**config.mk**
```make
export PLATFORM = sky130hd
export DESIGN_NAME = motor_bridge_sequencer
export DESIGN_NICKNAME = d
export VERILOG_FILES = /design/src/rtl/motor_pkg.sv /design/src/rtl/motor_channel_seq.sv /design/src/rtl/motor_bridge_sequencer.sv
export SDC_FILE = /design/constraint.sdc
export NUM_CORES = 1
export LEC_CHECK = 0
export CORE_ASPECT_RATIO = 1.2
export CORE_MARGIN = 10
export CORE_UTILIZATION = 50
export DETAILED_ROUTE_END_ITERATION = 6
export PLACE_DENSITY = 0.72
export SKIP_CTS_REPAIR_TIMING = 1
export SLEW_MARGIN = 25
export SYNTH_ARGS = -nofsm -noshare
export SYNTH_HDL_FRONTEND = slang
export SYNTH_SLANG_ARGS = --single-unit
```
**constraint.sdc**
```tcl
create_clock -name clk -period 4.6 [get_ports clk]
set_input_delay 0.92 -clock clk [delete_from_list [all_inputs] [get_ports clk]]
set_output_delay 0.92 -clock clk [all_outputs]
set_load 0.005 [all_outputs]
```
**src/rtl/motor_pkg.sv**
```systemverilog
`default_nettype none
// ============================================================================
// Package : motor_pkg
// Brief   : Direction codes, channel state encoding and bridge pin patterns.
// Rev     : 1.0
// ============================================================================
package motor_pkg;

    localparam logic [1:0] CMD_COAST = 2'b00;
    localparam logic [1:0] CMD_REV   = 2'b01;
    localparam logic [1:0] CMD_FWD   = 2'b10;
    localparam logic [1:0] CMD_BRAKE = 2'b11;

    typedef enum logic [2:0] {
        ST_COAST = 3'd0,
        ST_RUN_F = 3'd1,
        ST_RUN_R = 3'd2,
        ST_BRAKE = 3'd3,
        ST_DEAD  = 3'd4
    } chan_state_e;

    // {in1, in2}
    localparam logic [1:0] PINS_OFF   = 2'b00;
    localparam logic [1:0] PINS_FWD   = 2'b10;
    localparam logic [1:0] PINS_REV   = 2'b01;
    localparam logic [1:0] PINS_BRAKE = 2'b11;

    function automatic chan_state_e cmd_to_state(input logic [1:0] cmd);
        case (cmd)
            CMD_FWD:   cmd_to_state = ST_RUN_F;
            CMD_REV:   cmd_to_state = ST_RUN_R;
            CMD_BRAKE: cmd_to_state = ST_BRAKE;
            default:   cmd_to_state = ST_COAST;
        endcase
    endfunction

endpackage
`default_nettype wire

```
**src/rtl/motor_channel_seq.sv**
```systemverilog
`default_nettype none
// ============================================================================
// Module : motor_channel_seq
// Brief  : One H-bridge channel: command filter, state machine with
//          dead-time, duty latch and registered pin outputs.
// Rev    : 1.0
// ============================================================================
module motor_channel_seq
    import motor_pkg::*;
#(
    parameter int PWM_BITS   = 8,
    parameter int STABLE_CYC = 1000,
    parameter int DEAD_CYC   = 50000
) (
    input  logic                clk,
    input  logic                rst,
    input  logic [1:0]          i_cmd,
    input  logic [PWM_BITS-1:0] i_duty,
    input  logic [PWM_BITS-1:0] i_pwm_cnt,
    output logic                o_in1,
    output logic                o_in2,
    output logic                o_en,
    output logic                o_busy
);

    localparam int FW = $clog2(STABLE_CYC + 1);
    localparam int DW = $clog2(DEAD_CYC + 1);
    localparam logic [FW-1:0] C_STABLE    = FW'(STABLE_CYC);
    localparam logic [DW-1:0] C_DEAD_LAST = DW'(DEAD_CYC - 1);

    logic [1:0]          prev_q, prev_d;
    logic [FW-1:0]       filt_cnt_q, filt_cnt_d;
    logic [1:0]          cmd_q, cmd_d;
    chan_state_e         state_q, state_d;
    logic [DW-1:0]       dead_cnt_q, dead_cnt_d;
    logic [PWM_BITS-1:0] duty_q, duty_d;
    logic [1:0]          pins_q, pins_d;
    logic                en_q, en_d;
    logic                busy_q, busy_d;
    logic                w_pwm_on;

    // Filter: the first cycle of a new code counts as 1, acceptance at STABLE_CYC.
    always_comb begin
        prev_d     = i_cmd;
        filt_cnt_d = filt_cnt_q;
        cmd_d      = cmd_q;
        if (i_cmd != prev_q) begin
            filt_cnt_d = FW'(1);
        end else if (filt_cnt_q != C_STABLE) begin
            filt_cnt_d = filt_cnt_q + FW'(1);
        end
        if (filt_cnt_d == C_STABLE) begin
            cmd_d = i_cmd;
        end
    end

    always_comb begin
        state_d    = state_q;
        dead_cnt_d = dead_cnt_q;
        case (state_q)
            ST_COAST: begin
                state_d = cmd_to_state(cmd_q);
            end
            ST_RUN_F: begin
                if (cmd_q == CMD_REV) begin
                    state_d    = ST_DEAD;
                    dead_cnt_d = '0;
                end else begin
                    state_d = cmd_to_state(cmd_q);
                end
            end
            ST_RUN_R: begin
                if (cmd_q == CMD_FWD) begin
                    state_d    = ST_DEAD;
                    dead_cnt_d = '0;
                end else begin
                    state_d = cmd_to_state(cmd_q);
                end
            end
            ST_BRAKE: begin
                if (cmd_q == CMD_COAST) begin
                    state_d = ST_COAST;
                end else if (cmd_q != CMD_BRAKE) begin
                    state_d    = ST_DEAD;
                    dead_cnt_d = '0;
                end
            end
            ST_DEAD: begin
                // Fixed length; the command is only consulted on the last cycle.
                if (dead_cnt_q == C_DEAD_LAST) begin
                    state_d = cmd_to_state(cmd_q);
                end else begin
                    dead_cnt_d = dead_cnt_q + DW'(1);
                end
            end
            default: begin
                state_d = ST_COAST;
            end
        endcase
    end

    // Duty is refreshed only at the start of a PWM period.
    always_comb begin
        duty_d   = (i_pwm_cnt == '0) ? i_duty : duty_q;
        w_pwm_on = (i_pwm_cnt < duty_d);
        pins_d   = PINS_OFF;
        en_d     = 1'b0;
        busy_d   = 1'b0;
        case (state_d)
            ST_RUN_F: begin
                pins_d = PINS_FWD;
                en_d   = w_pwm_on;
            end
            ST_RUN_R: begin
                pins_d = PINS_REV;
                en_d   = w_pwm_on;
            end
            ST_BRAKE: begin
                pins_d = PINS_BRAKE;
                en_d   = 1'b1;
            end
            ST_DEAD: begin
                busy_d = 1'b1;
            end
            default: begin
                pins_d = PINS_OFF;
            end
        endcase
    end

    always_ff @(posedge clk) begin
        if (rst) begin
            prev_q     <= CMD_COAST;
            filt_cnt_q <= '0;
            cmd_q      <= CMD_COAST;
            state_q    <= ST_COAST;
            dead_cnt_q <= '0;
            duty_q     <= '0;
            pins_q     <= PINS_OFF;
            en_q       <= 1'b0;
            busy_q     <= 1'b0;
        end else begin
            prev_q     <= prev_d;
            filt_cnt_q <= filt_cnt_d;
            cmd_q      <= cmd_d;
            state_q    <= state_d;
            dead_cnt_q <= dead_cnt_d;
            duty_q     <= duty_d;
            pins_q     <= pins_d;
            en_q       <= en_d;
            busy_q     <= busy_d;
        end
    end

    assign o_in1  = pins_q[1];
    assign o_in2  = pins_q[0];
    assign o_en   = en_q;
    assign o_busy = busy_q;

endmodule
`default_nettype wire

```
**src/rtl/motor_bridge_sequencer.sv**
```systemverilog
`default_nettype none
// ============================================================================
// Module : motor_bridge_sequencer
// Brief  : Two independent H-bridge channels sharing one PWM period counter.
// Rev    : 1.0
// ============================================================================
module motor_bridge_sequencer
    import motor_pkg::*;
#(
    parameter int PWM_BITS   = 8,
    parameter int STABLE_CYC = 1000,
    parameter int DEAD_CYC   = 50000
) (
    input  logic                clk,
    input  logic                rst,
    input  logic [1:0]          directie_driverA,
    input  logic [1:0]          directie_driverB,
    input  logic [PWM_BITS-1:0] duty_a,
    input  logic [PWM_BITS-1:0] duty_b,
    output logic                in1_a,
    output logic                in2_a,
    output logic                en_a,
    output logic                in1_b,
    output logic                in2_b,
    output logic                en_b,
    output logic                busy_a,
    output logic                busy_b
);

    // Period is 2^PWM_BITS-1 so that the maximum duty value means always on.
    localparam logic [PWM_BITS-1:0] C_PWM_LAST = {{(PWM_BITS-1){1'b1}}, 1'b0};

    logic [PWM_BITS-1:0] pwm_cnt_q, pwm_cnt_d;

    always_comb begin
        pwm_cnt_d = (pwm_cnt_q == C_PWM_LAST) ? '0 : pwm_cnt_q + PWM_BITS'(1);
    end

    always_ff @(posedge clk) begin
        if (rst) begin
            pwm_cnt_q <= '0;
        end else begin
            pwm_cnt_q <= pwm_cnt_d;
        end
    end

    motor_channel_seq #(
        .PWM_BITS   (PWM_BITS),
        .STABLE_CYC (STABLE_CYC),
        .DEAD_CYC   (DEAD_CYC)
    ) u_chan_a (
        .clk       (clk),
        .rst       (rst),
        .i_cmd     (directie_driverA),
        .i_duty    (duty_a),
        .i_pwm_cnt (pwm_cnt_q),
        .o_in1     (in1_a),
        .o_in2     (in2_a),
        .o_en      (en_a),
        .o_busy    (busy_a)
    );

    motor_channel_seq #(
        .PWM_BITS   (PWM_BITS),
        .STABLE_CYC (STABLE_CYC),
        .DEAD_CYC   (DEAD_CYC)
    ) u_chan_b (
        .clk       (clk),
        .rst       (rst),
        .i_cmd     (directie_driverB),
        .i_duty    (duty_b),
        .i_pwm_cnt (pwm_cnt_q),
        .o_in1     (in1_b),
        .o_in2     (in2_b),
        .o_en      (en_b),
        .o_busy    (busy_b)
    );

endmodule
`default_nettype wire

```
* Word level (Yosys, flattened, before mapping)
Index checks and enable logic that the tools add are counted.
** Word-level totals
- Input bits :: 22
- Bits in registers :: 98
** Cells by class
- Multiplexer cells :: 42
- Equality and inequality tests :: 43
- Add/sub/neg operators :: 5
- Magnitude comparators :: 2
- Reductions and logical operators :: 12
** Operators by type and width (count)
- 16-bit 2-to-1 mux :: 10
- 16-bit one-hot mux with 4 select lines :: 2
- 10-bit 2-to-1 mux :: 4
- 16-bit by 1-bit adder with 16-bit output (second input constant) :: 2
- 16-bit equality test (second input constant) :: 2
- 3-bit 2-to-1 mux :: 10
- 3-bit one-hot mux with 5 select lines :: 2
- 3-bit by 2-bit equality test with 1-bit output (second input constant) :: 8
- 2-bit one-hot mux with 3 select lines :: 4
- 10-bit by 1-bit adder with 10-bit output (second input constant) :: 2
- 10-bit equality test (second input constant) :: 2
- 10-bit inequality test (second input constant) :: 2
- 8-bit < comparator :: 2
- 8-bit 2-to-1 mux :: 2
- 2-bit one-hot mux with 2 select lines :: 4
- 3-bit by 1-bit equality test with 1-bit output (second input constant) :: 4
- 3-bit equality test (second input constant) :: 4
- 2-bit by 1-bit inequality test with 1-bit output (second input constant) :: 6
- 2-bit inequality test (second input constant) :: 6
- 6-bit AND reduction :: 2
- 8-bit by 1-bit adder with 8-bit output (second input constant) :: 1
- 2-bit equality test (second input constant) :: 4
- 8-bit equality test (second input constant) :: 1
- 8-bit zero test :: 1
- other kinds (8) :: 17

* Depth between registers and ports, before layout
Gate-level depths: netlist of the first run.
- Depth after elaboration :: 7
- Mapped depth :: 11

* Cells and area by module
A second synthesis of the first run with hierarchy kept.
** Unflattened totals
- Cell total of the unflattened synthesis :: 542
- Area, all modules :: 4788.3 um2
** By module, submodules not included
- motor_channel_seq (u_chan_a) :: cells an instance 253, area each 2242.2 um2, sequential area each 900.9 um2, instances 1
- motor_channel_seq (u_chan_b) :: cells an instance 246, area each 2155.8 um2, sequential area each 900.9 um2, instances 1
- motor_bridge_sequencer :: cells an instance 43, area each 390.4 um2, sequential area each 160.2 um2, instances 1

* Least setup slack after synthesis of the first run
No wires, ideal clock.
- Path kind :: register to register
- Start point :: register pwm_cnt_q[0]
- End point :: register u_chan_a.en_q, in the netlist u_chan_a.o_en
- Slack :: 1.762 ns
- Buffers on the path :: 1
- Arrival time :: 2.746 ns
- Cell stages (with the launch flop) :: 12
- Required time :: 4.508 ns
- Library setup time :: 0.092 ns
- Cells stage by stage :: dfxtp_1 inv_1 ha_1 nand3_1 buf_2 mux2i_1 ha_1 a21o_1 a21o_1 a2111oi_0 a222oi_1 nor4_1
** On the way
- Longest elaborated chain between the ends :: 4
** Ends and longest elaborated chain
- start: declaration :: RTL line motor_bridge_sequencer.sv:33 : logic [PWM_BITS-1:0] pwm_cnt_q, pwm_cnt_d;
- start signal: assignment :: RTL line motor_bridge_sequencer.sv:43 : pwm_cnt_q <= pwm_cnt_d;
- 8-bit zero test :: RTL line motor_channel_seq.sv:104 : duty_d = (i_pwm_cnt == '0) ? i_duty : duty_q;
- 8-bit 2-to-1 mux :: RTL line motor_channel_seq.sv:104
- 8-bit < comparator * :: RTL line motor_channel_seq.sv:105 : w_pwm_on = (i_pwm_cnt < duty_d);
- 1-bit one-hot mux with 2 select lines * :: RTL line motor_channel_seq.sv:109 : case (state_d)
- end signal: assignment :: RTL line motor_channel_seq.sv:150 : en_q <= en_d;
- end: declaration :: RTL line motor_channel_seq.sv:38 : logic en_q, en_d;
Mark *: on every way between the ends. The rest lies on a longest branch, timed or not.
A chain may end at the register's enable or synchronous reset.

* Final worst setup path of the first run
Ends and elaborated chain as after synthesis.

==> results.md, run 1 <==
* Cell Pwr Density at 330.8 nW/um^2
* CP peak stage delay at ~0.47 ns
* FILL cells at 846
* R2R cell count at 11
* IO Pins at 30
* Initial antenna violation count at 0
* CP Launch Type: register
* Post-Syn Nets at between 500 and 600
* Syn-to-layout area delta at 13.58%
* Worst vdd ir at 0.0001757 V
* Vias at 3795
* Distinct cells, synth at 59
* Post-route DRC at 0
* Skew final at roughly 0.0044 ns
* Die ar. at 14030 sq um
* Num CTS Buffers at 9
* Post-layout util at 0.5804
* Asr flop ratio synth at 0
* N_diodes at 0
* Detail Route Antenna Nets at 0
* Avg Synthesized Cell Area at 8.827 sq um
* Min-Delay Path Class: register to register
* Worst-Margin Slew at 0.9540 ns
* Pin count of the biggest net entering global routing at 29
* First-pass GRT wire length at 16.41 mm
* Post-synth EDFFs at 0
* Area contributors post-synth: dfxtp_1 (41%), nor2_1 (6.6%), ha_1 (5.9%), xor2_1 (5.3%), mux2i_1 (4.3%)
* Total gr overflow at 0
* Fin area at 5494 sq um
* Share of layout cells above drive strength 1 at 0.05263
* Non-Filler Instances at 693
* Max FO, Critical Path at 11
* Sequential cell area fraction in the yosys report at 0.4056
* Core box area at 9467 sq um
* Simple-Gate Fraction of Synth Area at 0.2499
* DR vias/cell at 5.476
* DRT Pass-1 Iters at 4
* Final Wtd Congestion at 0.8362
* PnR Total Power at 1818 uW
* Hold Vio Cnt, Final at 0
* Worst R2R Setup Slack at 1.63 ns
* Main synth FF type: dfxtp_1
* Die width at 109.8 um
* Root Driver: clkbuf_16
* Worst skew pair latency at between 0.3 and 0.4 ns
* DRT Wirelength at 9.554 mm
* Mux cell area share after synthesis at 0.04578
* Sink Count at 98
* Initial Util at 0.5110
* WP data arrival at 3.23 ns
* Max-slew violations at 0
* Nets@finish at 610
* Wire per inst at 13.79 um
* Ys Warns at 0
* Placed Cells incl. Taps at 677
* Max_slew headroom at 0.3620
* Max cap viols at 0
* Hold Crit Depth at 2
* # H-tree levels at 3
* Placed cell areas at 5169 sq um
* Status: finished clean
* CTS max path bufs at 2
* Leading area contributor after synthesis: dfxtp_1
* Die H at 127.7 um
* Final setup violation count at 0
* Logic depth of the worst path, buffers included at 11
* Total buffers and inverters traversed by the critical path at 2
* Initial DRC count at 136
* Post-Syn Area at ~4800 sq um
* CP Class: register to register
* Setup_tns at 0 ns
* Lkg Pwr at about 0.0021 uW
* CP max stage cell: dfxtp_1
* Clock-pin slew of the registers on the worst-case setup and hold paths at roughly 0.060 ns
* Maximum clock frequency at roughly 340 MHz
* Port buffer count at 29
* Number of global-route vias before repair at roughly 3800
* CTS tree: yes
* Main combinational cell family by area after synthesis: simple AND/OR/NAND/NOR gates
* Crit path cell chain: inv_1 > ha_1 > nand3_1 > buf_4 > mux2i_1 > ha_1 > a21oi_1 > nor2b_1 > a2111oi_0 > a222oi_1 > nor4_1
* Crit-path leading delay family: compound AO/OA/AOI/OAI gates
* RSZ-0062 raised after global routing: false
* Tmin final at 2.973 ns
* Synthesized netlist cell count at 548
* Adder-cell share of the synthesized area at 0.05949
* Site row count at 39
* Worst EP required at a little under 5 ns
* #FFs+latches synth at 98
* Yosys top cell area share at 0.4056
* Hpwl dp at 6.849 mm
* Most common cell on crit path: ha_1
* Compound-Gate Fraction of Synth Area at 0.1086
* Total GRT Usage at 0.1438
* XOR/XNOR Fraction of Synth Area at 0.08872
* CP Capture Type: register
* Final period util at 0.6463
-- worst paths after layout --
kind	from	end
setup reg to reg	pwm_cnt_q[0]$_SDFF_PP0_	u_chan_a.o_en$_SDFF_PP0_
hold reg to reg	u_chan_b.dead_cnt_q[1]$_SDFFE_PP0P_	u_chan_b.dead_cnt_q[1]$_SDFFE_PP0P_
setup / recovery	pwm_cnt_q[0]$_SDFF_PP0_	u_chan_a.o_en$_SDFF_PP0_
hold / removal	u_chan_b.dead_cnt_q[1]$_SDFFE_PP0P_	u_chan_b.dead_cnt_q[1]$_SDFFE_PP0P_
-- layer usage --
metal	part of all wire	up-vias	GRT usage
li1	-	1953	-
met2	0.50	60	0.2441
met4	0.021	0	0.06212
met1	0.44	1766	0.1613
met5	0	-	0
met3	0.041	16	0.04276
-- kinds of logic after synthesis --
logic type / Yosys count
simple gates: 233
buf+inv: 45
xor+xnor: 49
mux: 22
fa+ha+maj: 23
compound gates: 78
flops: 98
-- per-stage QoR --
step	hold WS (ns)	worst slack [ns]
5_1_grt	0.5000	1.394
4_1_cts	0.4727	1.608
2_1_floorplan	0.4441	1.762
6_report	0.4732	1.627
3_3_place_gp	0.4536	1.645
3_5_place_dp	0.4639	1.610
-- layout by cell type (no fill, tap or decap), types with 4 or more instances in the layout --
cell type / instances
nand2b_1: 13
nor2b_1: 7
nand3_1: 22
o21ai_1: 4
a21oi_1: 20
mux2i_1: 21
and3_1: 10
o21ai_0: 13
clkdlybuf4s50_1: 29
nand2_1: 28
xnor2_1: 20
clkbuf_16: 9
or2_2: 4
nor2_1: 85
inv_1: 20
dfxtp_1: 98
o211ai_1: 6
ha_1: 23
nand3b_1: 5
or3_1: 9
nor4_1: 9
nor3_1: 9
nand4_1: 11
clkbuf_8: 4
xor2_1: 29
a21o_1: 7
and2_1: 5
-- area by class of cell --
cell class	count	area [sq um]	area share
clock buffers	13	280.3	0.05101
clock inverters	3	45.04	0.008199
inverters	20	75.07	0.01366
multi-input cells	405	2673	0.4864
flip-flops and latches	98	1962	0.3571
well taps	123	153.9	0.02801
repair buffers	31	305.3	0.05557
-- report_power, final --
part	leakage, uW	switching (uW)	internal, uW
Sequential	0.000795	13.7	868
Clock	0.000154	316	481
Combinational	0.00115	72.2	66.3
-- flip-flops by register name (all words and copies together) (netlist names), 2 cells and up --
| name | flops |
|---|---|
| u_chan_a.dead_cnt_q | 16 |
| pwm_cnt_q | 8 |
| u_chan_a.filt_cnt_q | 10 |
| u_chan_a.cmd_q | 2 |
| u_chan_b.filt_cnt_q | 10 |
| u_chan_b.duty_q | 8 |
| u_chan_a.prev_q | 2 |
| u_chan_a.duty_q | 8 |
| u_chan_b.cmd_q | 2 |
| u_chan_a.pins_q | 2 |
| u_chan_a.state_q | 3 |
| u_chan_b.pins_q | 2 |
| u_chan_b.state_q | 3 |
| u_chan_b.prev_q | 2 |
| u_chan_b.dead_cnt_q | 16 |
-- synthesized netlist by cell type (2+ instances only) --
cell       instances
mux2i_1           21
o2111ai_1          3
and3b_1            2
nor2_1            85
dfxtp_1           98
a31o_2             2
and4_1             2
or3_1              9
nor4b_1            3
buf_2              5
ha_1              23
o211ai_1           6
and3_1            10
and2_1             5
xnor2_1           20
a2111oi_0          2
nand3b_1           5
inv_1             20
buf_6              3
nor3_1             9
clkbuf_1          15
nor4_1             9
o21a_1             3
a21oi_1           20
nand3_1           22
a21o_1             7
nand2_1           28
xor2_1            29
a2bb2oi_1          2
o21ai_0           13
or2_2              4
o21ai_1            4
nand4_1           11
o31ai_1            2
nand2b_1          13
a31oi_1            3
nor2b_1            7
nor4bb_1           2
-- worst min-delay path: stages, from the launching register on --
cell,delay (ns)
dfxtp_1,0.32
nand2_1,0.05
a21oi_1,0.05
No activity file was read; power rests on OpenSTA's default activity.
==> inputs of run 2 (changes only) <==
==> constraint.sdc (replaced) <==
create_clock -name clk -period 3.1 [get_ports clk]
set_input_delay 0.62 -clock clk [delete_from_list [all_inputs] [get_ports clk]]
set_output_delay 0.62 -clock clk [all_outputs]
set_load 0.005 [all_outputs]
==> run 2 against run 1 <==
Net effect:
- routed wire length increased by 1.7%
- count of clock-buffer cells in the layout is 1 lower
- sequential power is 47% higher
- critical path depth decreased by 1
- maximum frequency up 7.0%
- setup slack worse by 1.3 ns
- cell count increased by 1.2%
- first-iteration DRC count shrank 3.7%
- combinational power grew 59%
- total power rose by 42%
- critical endpoint unchanged
- largest cell class unchanged
- largest power group unchanged
==> results.md, run 2 (same netlist as run 1, synthesis figures left out) <==
* Setup_tns at 0 ns
* Min-Delay Path Class: register to register
* # H-tree levels at 3
* CTS max path bufs at 2
* Syn-to-layout area delta at 13.94%
* Hpwl dp at 7.130 mm
* Pre-CTS setup slack at approximately 0.37 ns
* N_diodes at 0
* Cell Pwr Density at approximately 470 nW/um^2
* Setup ws final at 0.3220 ns
* Pin count of the biggest net entering global routing at 20
* Crit-path leading delay family: compound AO/OA/AOI/OAI gates
* Initial DRC count at 131
* First-pass GRT wire length at 16.53 mm
* Site row count at 39
* Worst EP required at ~3.4 ns
* Final Wtd Congestion at about 0.83
* Max FO, Critical Path at 9
* WP data arrival at just over 3 ns
* Register Area at 1962 sq um
* Core box area at between 9000 and 10000 sq um
* Root Driver: clkbuf_16
* Crit path cell chain: nor4_1 > nand3_1 > buf_4 > mux2i_1 > ha_1 > a21o_1 > a21o_1 > a2111oi_0 > a222oi_1 > nor4_1
* Hold Vio Cnt, Final at 0
* Sink Count at 98
* Biggest regs: u_chan_a.dead_cnt_q (16), u_chan_b.dead_cnt_q (16)
* Highest-count cells in the layout ignoring fill and taps: dfxtp_1 (98), nor2_1 (85), xor2_1 (29), clkdlybuf4s50_1 (29), nand2_1 (28)
* DRT Pass-1 Iters at 4
* Max-slew violations at 0
* Max_slew headroom at 0.5186
* Worst vdd ir at 0.0002282 V
* PnR Total Power at 2584 uW
* Vias at 3821
* Clock-pin slew of the registers on the worst-case setup and hold paths at 0.07 ns
* Max cap viols at 0
* Num CTS Buffers at 9
* Total GRT Usage at 0.1440
* Worst skew pair latency at ~0.34 ns
* Final period util at 0.8961
* CP max stage cell: a2111oi_0
* CP Capture Type: register
* DR vias/cell at about 5.5
* FILL cells at 865
* Maximum clock frequency at 360.0 MHz
* Total buffers and inverters traversed by the critical path at 1
* Skew final at 0.006031 ns
* CP Launch Type: register
* RSZ-0062 raised after global routing: false
* Tmin final at 2.778 ns
* Initial Util at 0.5110
* Nets@finish at a little over 600
* Multi-input gate area in the final layout at 2673 sq um
* Detail Route Antenna Nets at 0
* Lkg Pwr at ~0.0021 uW
* Total gr overflow at 0
* Die width at 109.8 um
* Initial antenna violation count at 0
* Wire per inst at 13.86 um
* DRT Wirelength at approximately 10 mm
* CP Class: register to register
* Most common cell after layout, fill and taps aside: dfxtp_1
* Number of global-route vias before repair at 3666
* CTS tree: yes
* Post-route DRC at 0
* Die H at 127.7 um
* Port buffer count at 29
* IO Pins at 30
* Share of layout cells above drive strength 1 at 0.06401
* CP peak stage delay at 0.41 ns
* Die ar. at 14030 sq um
* Status: finished clean
* Final setup violation count at 0
* Worst-Margin Slew at 0.7198 ns
-- run 2: per-stage QoR --
stage | instances | util | cell area [sq um] | hold WS (ns)
6_report | 701 | 0.5822 | 5512 | 0.4879
5_1_grt | 701 | 0.5822 | 5512 | 0.5120
4_1_cts | 701 | 0.5822 | 5512 | 0.4919
3_5_place_dp | 685 | 0.5523 | 5229 | 0.4832
3_3_place_gp | 685 | 0.5523 | 5229 | 0.4537
2_1_floorplan | 548 | - | 4837 | 0.4441
-- run 2: per-layer routing --
layer / routed length [um] / vias up / part of all wire / track usage
met2: 4864 / 53 / 0.50 / 0.2407
met1: 4354 / 1795 / 0.45 / 0.1686
li1: - / 1960 / - / -
met5: 0 / - / 0 / 0
met3: 331 / 13 / 0.034 / 0.03219
met4: 169 / 0 / 0.017 / 0.06902
-- run 2: final timing paths --
kind,endpoint,cells after the start,start,slack (ns)
setup / recovery,u_chan_a.o_en$_SDFF_PP0_,10,pwm_cnt_q[4]$_SDFF_PP0_,0.32
hold / removal,u_chan_b.dead_cnt_q[1]$_SDFFE_PP0P_,2,u_chan_b.dead_cnt_q[1]$_SDFFE_PP0P_,0.49
setup reg to reg,u_chan_a.o_en$_SDFF_PP0_,10,pwm_cnt_q[4]$_SDFF_PP0_,0.32
hold reg to reg,u_chan_b.dead_cnt_q[1]$_SDFFE_PP0P_,2,u_chan_b.dead_cnt_q[1]$_SDFFE_PP0P_,0.49
-- run 2: layout make-up --
| class | instances | share of cell area |
|---|---|---|
| Clock inverter | 4 | 0.004767 |
| Inverter | 20 | 0.01362 |
| Sequential cell | 98 | 0.3560 |
| Tap cell | 123 | 0.02792 |
| Multi-Input combinational cell | 405 | 0.4849 |
| Clock buffer | 12 | 0.04654 |
| Timing Repair Buffer | 39 | 0.06629 |
-- run 2: tightest hold or removal path, stage by stage (launching register included) --
cell and delay (ns):
dfxtp_1 0.33, nand2_1 0.06, a21oi_1 0.05
-- run 2: where the power goes --
part / total (uW) / switching (uW) / internal, uW / leakage [uW]
clock network: 1060 / 472 / 587 / 0.000139
logic: 220 / 115 / 106 / 0.00119
registers: 1300 / 16.0 / 1290 / 0.000795
total: 2580 / 603 / 1980 / 0.00212
==> inputs of run 3 (changes only) <==
--- a/config.mk
+++ b/config.mk
@@ -7,9 +7,9 @@
 export LEC_CHECK = 0
 export CORE_ASPECT_RATIO = 1.2
 export CORE_MARGIN = 10
-export CORE_UTILIZATION = 50
+export CORE_UTILIZATION = 55
 export DETAILED_ROUTE_END_ITERATION = 6
-export PLACE_DENSITY = 0.72
+export PLACE_DENSITY = 0.78
 export SKIP_CTS_REPAIR_TIMING = 1
 export SLEW_MARGIN = 25
 export SYNTH_ARGS = -nofsm -noshare
==> run 3 against run 2 <==
Net effect:
- clock power down 14%
- hold slack worse by 0.0099 ns
- first-iteration DRC count up 9.9%
- cell count down 1.7%
- register-to-register slack better by 0.11 ns
- combinational power down 3%
- setup slack better by 0.11 ns
- routed wire length down 2.3%
- core utilization up 4.9 points
- via count up 1.5%
==> results.md, run 3 (same netlist as run 1, synthesis figures left out) <==
* Most common cell after layout, fill and taps aside: dfxtp_1
* Hold_sp: u_chan_b.dead_cnt_q[1]$_SDFFE_PP0P_
* Initial antenna violation count at 0
* Post-route DRC at 0
* Worst-Margin Slew at roughly 0.77 ns
* CTS max path bufs at 2
* Post-layout util at 0.6308
* Final Wtd Congestion at 0.8535
* Internal power at between 1500 and 2000 uW
* PnR Total Power at approximately 2400 uW
* DR vias/cell at 5.630
* Final setup violation count at 0
* CTS tree: yes
* Wire per inst at approximately 14 um
* R2r startpoint: pwm_cnt_q[5]$_SDFF_PP0_
* Seq pwr share at 0.538
* Num CTS Buffers at 9
* Crit path cell chain: nor4_1 > nand3_1 > buf_4 > mux2i_1 > ha_1 > a21oi_1 > nor2b_1 > a2111oi_0 > a222oi_1 > nor4_1
* Pin count of the biggest net entering global routing at 40
* WP data arrival at about 3 ns
* Most common cell on crit path: nor4_1
* IO Pins at 30
* Nets@finish at 613
* Hpwl dp at 6.854 mm
* Max cap viols at 0
* DRT Pass-1 Iters at 4
* Die ar. at 12960 sq um
* RSZ-0062 raised after global routing: false
* Max FO, Critical Path at 13
* Crit-path leading delay family: simple AND/OR/NAND/NOR gates
* Sink Count at slightly below 100
* Setup ws final at 0.4298 ns
* CP peak stage delay at 0.39 ns
* Die width at 105.6 um
* Setup_tns at 0 ns
* Worst EP required at 3.38 ns
* Total GRT Usage at 0.1497
* Site row count at 37
* # H-tree levels at 3
* Worst vdd ir at 0.0002309 V
* Core box area at 8564 sq um
* DRT Wirelength at 9.494 mm
* CP max stage cell: a2111oi_0
* Syn-to-layout area delta at 11.69%
* Min-Delay Path Class: register to register
* Clock share of power at 0.374
* Status: finished clean
* Maximum clock frequency at 374.5 MHz
* Total gr overflow at 0
* Final period util at 0.8614
* Lkg Pwr at 0.002067 uW
* Critical Path Start: pwm_cnt_q[5]$_SDFF_PP0_
* N_diodes at 0
* Die H at 122.7 um
* Pre-CTS setup slack at ~0.38 ns
* First-pass GRT wire length at between 15 and 20 mm
* Detail Route Antenna Nets at 0
* Tmin final at 2.670 ns
* Vias at 3879
* Initial Util at 0.5648
* Number of global-route vias before repair at 3776
* CP Launch Type: register
* CP Class: register to register
* CP Capture Type: register
* Biggest regs: u_chan_a.dead_cnt_q (16), u_chan_b.dead_cnt_q (16)
* Root Driver: clkbuf_8
* Worst skew pair latency at 0.36 ns
* Skew final at 0.008548 ns
* Total buffers and inverters traversed by the critical path at 1
* Sw frac at 0.2230
* Share of layout cells above drive strength 1 at 0.05245
* Clock-pin slew of the registers on the worst-case setup and hold paths at 0.09 ns
* Hold Vio Cnt, Final at 0
* Switching Power at roughly 540 uW
* Cell Pwr Density at 448.8 nW/um^2
* Initial DRC count at 144
* Highest-count cells in the layout ignoring fill and taps: dfxtp_1 (98), nor2_1 (85), xor2_1 (29), clkdlybuf4s50_1 (29), nand2_1 (28)
* Max_slew headroom at 0.4872
* Port buffer count at 29
* Max-slew violations at 0
* Comb pwr share at 0.088
## run 3: changes by cell type in the layout (fill, tap and decap cells not counted)
cell	previous run	this run
buf_4	10	5
bufinv_16	0	2
clkbuf_1	1	2
clkbuf_16	9	0
clkbuf_8	2	11
clkinv_2	2	0
clkinv_4	1	0
clkinvlp_4	1	0
## run 3: worst paths after layout
path                                    endpoint  slack [ns]  cells after the start
max                     u_chan_a.o_en$_SDFF_PP0_        0.43                     10
min          u_chan_b.dead_cnt_q[1]$_SDFFE_PP0P_        0.48                      2
max reg2reg             u_chan_a.o_en$_SDFF_PP0_        0.43                     10
min reg2reg  u_chan_b.dead_cnt_q[1]$_SDFFE_PP0P_        0.48                      2
## run 3: per-layer routing
layer	track usage	up-vias	wire [um]
li1	-	1950	-
met1	0.1675	1831	4138
met2	0.2621	77	4771
met3	0.03828	21	359
met4	0.07119	0	224
met5	0	-	0
## run 3: final cells by class
cell class | count | area [sq um]
fill | 716 | 3162
multi-input combinational | 405 | 2673
sequential | 98 | 1962
timing repair buffer | 34 | 327.8
clock buffer | 13 | 158.9
tap | 117 | 146.4
inverter | 20 | 75.07
clock inverter | 2 | 60.06
## run 3: through the flow
stage	instance area, sq um	hold WS, ns	std cells
final	5403	0.4779	689
after global routing	5403	0.5185	689
after CTS	5403	0.4826	689
after detailed placement	5184	0.4699	674
after global placement	5184	0.4558	674
after floorplan	4837	0.4441	548
## run 3: power groups by stage
stage | Sequential (uW) | Combinational [uW] | Clock (uW)
finish | 1300 | 214 | 907
global route | 1310 | 240 | 971
CTS | 1300 | 218 | 931
detailed placement | 1330 | 216 | 0
global placement | 1330 | 208 | 0
floorplan | 1330 | 145 | 0
## run 3: worst min-delay path: cells and delay by family, from the launching register on
kind / cells / cell delay [ns]
AND/OR/NAND/NOR: 1 / 0.06
flip-flops: 1 / 0.33
AO/OA/AOI/OAI: 1 / 0.05
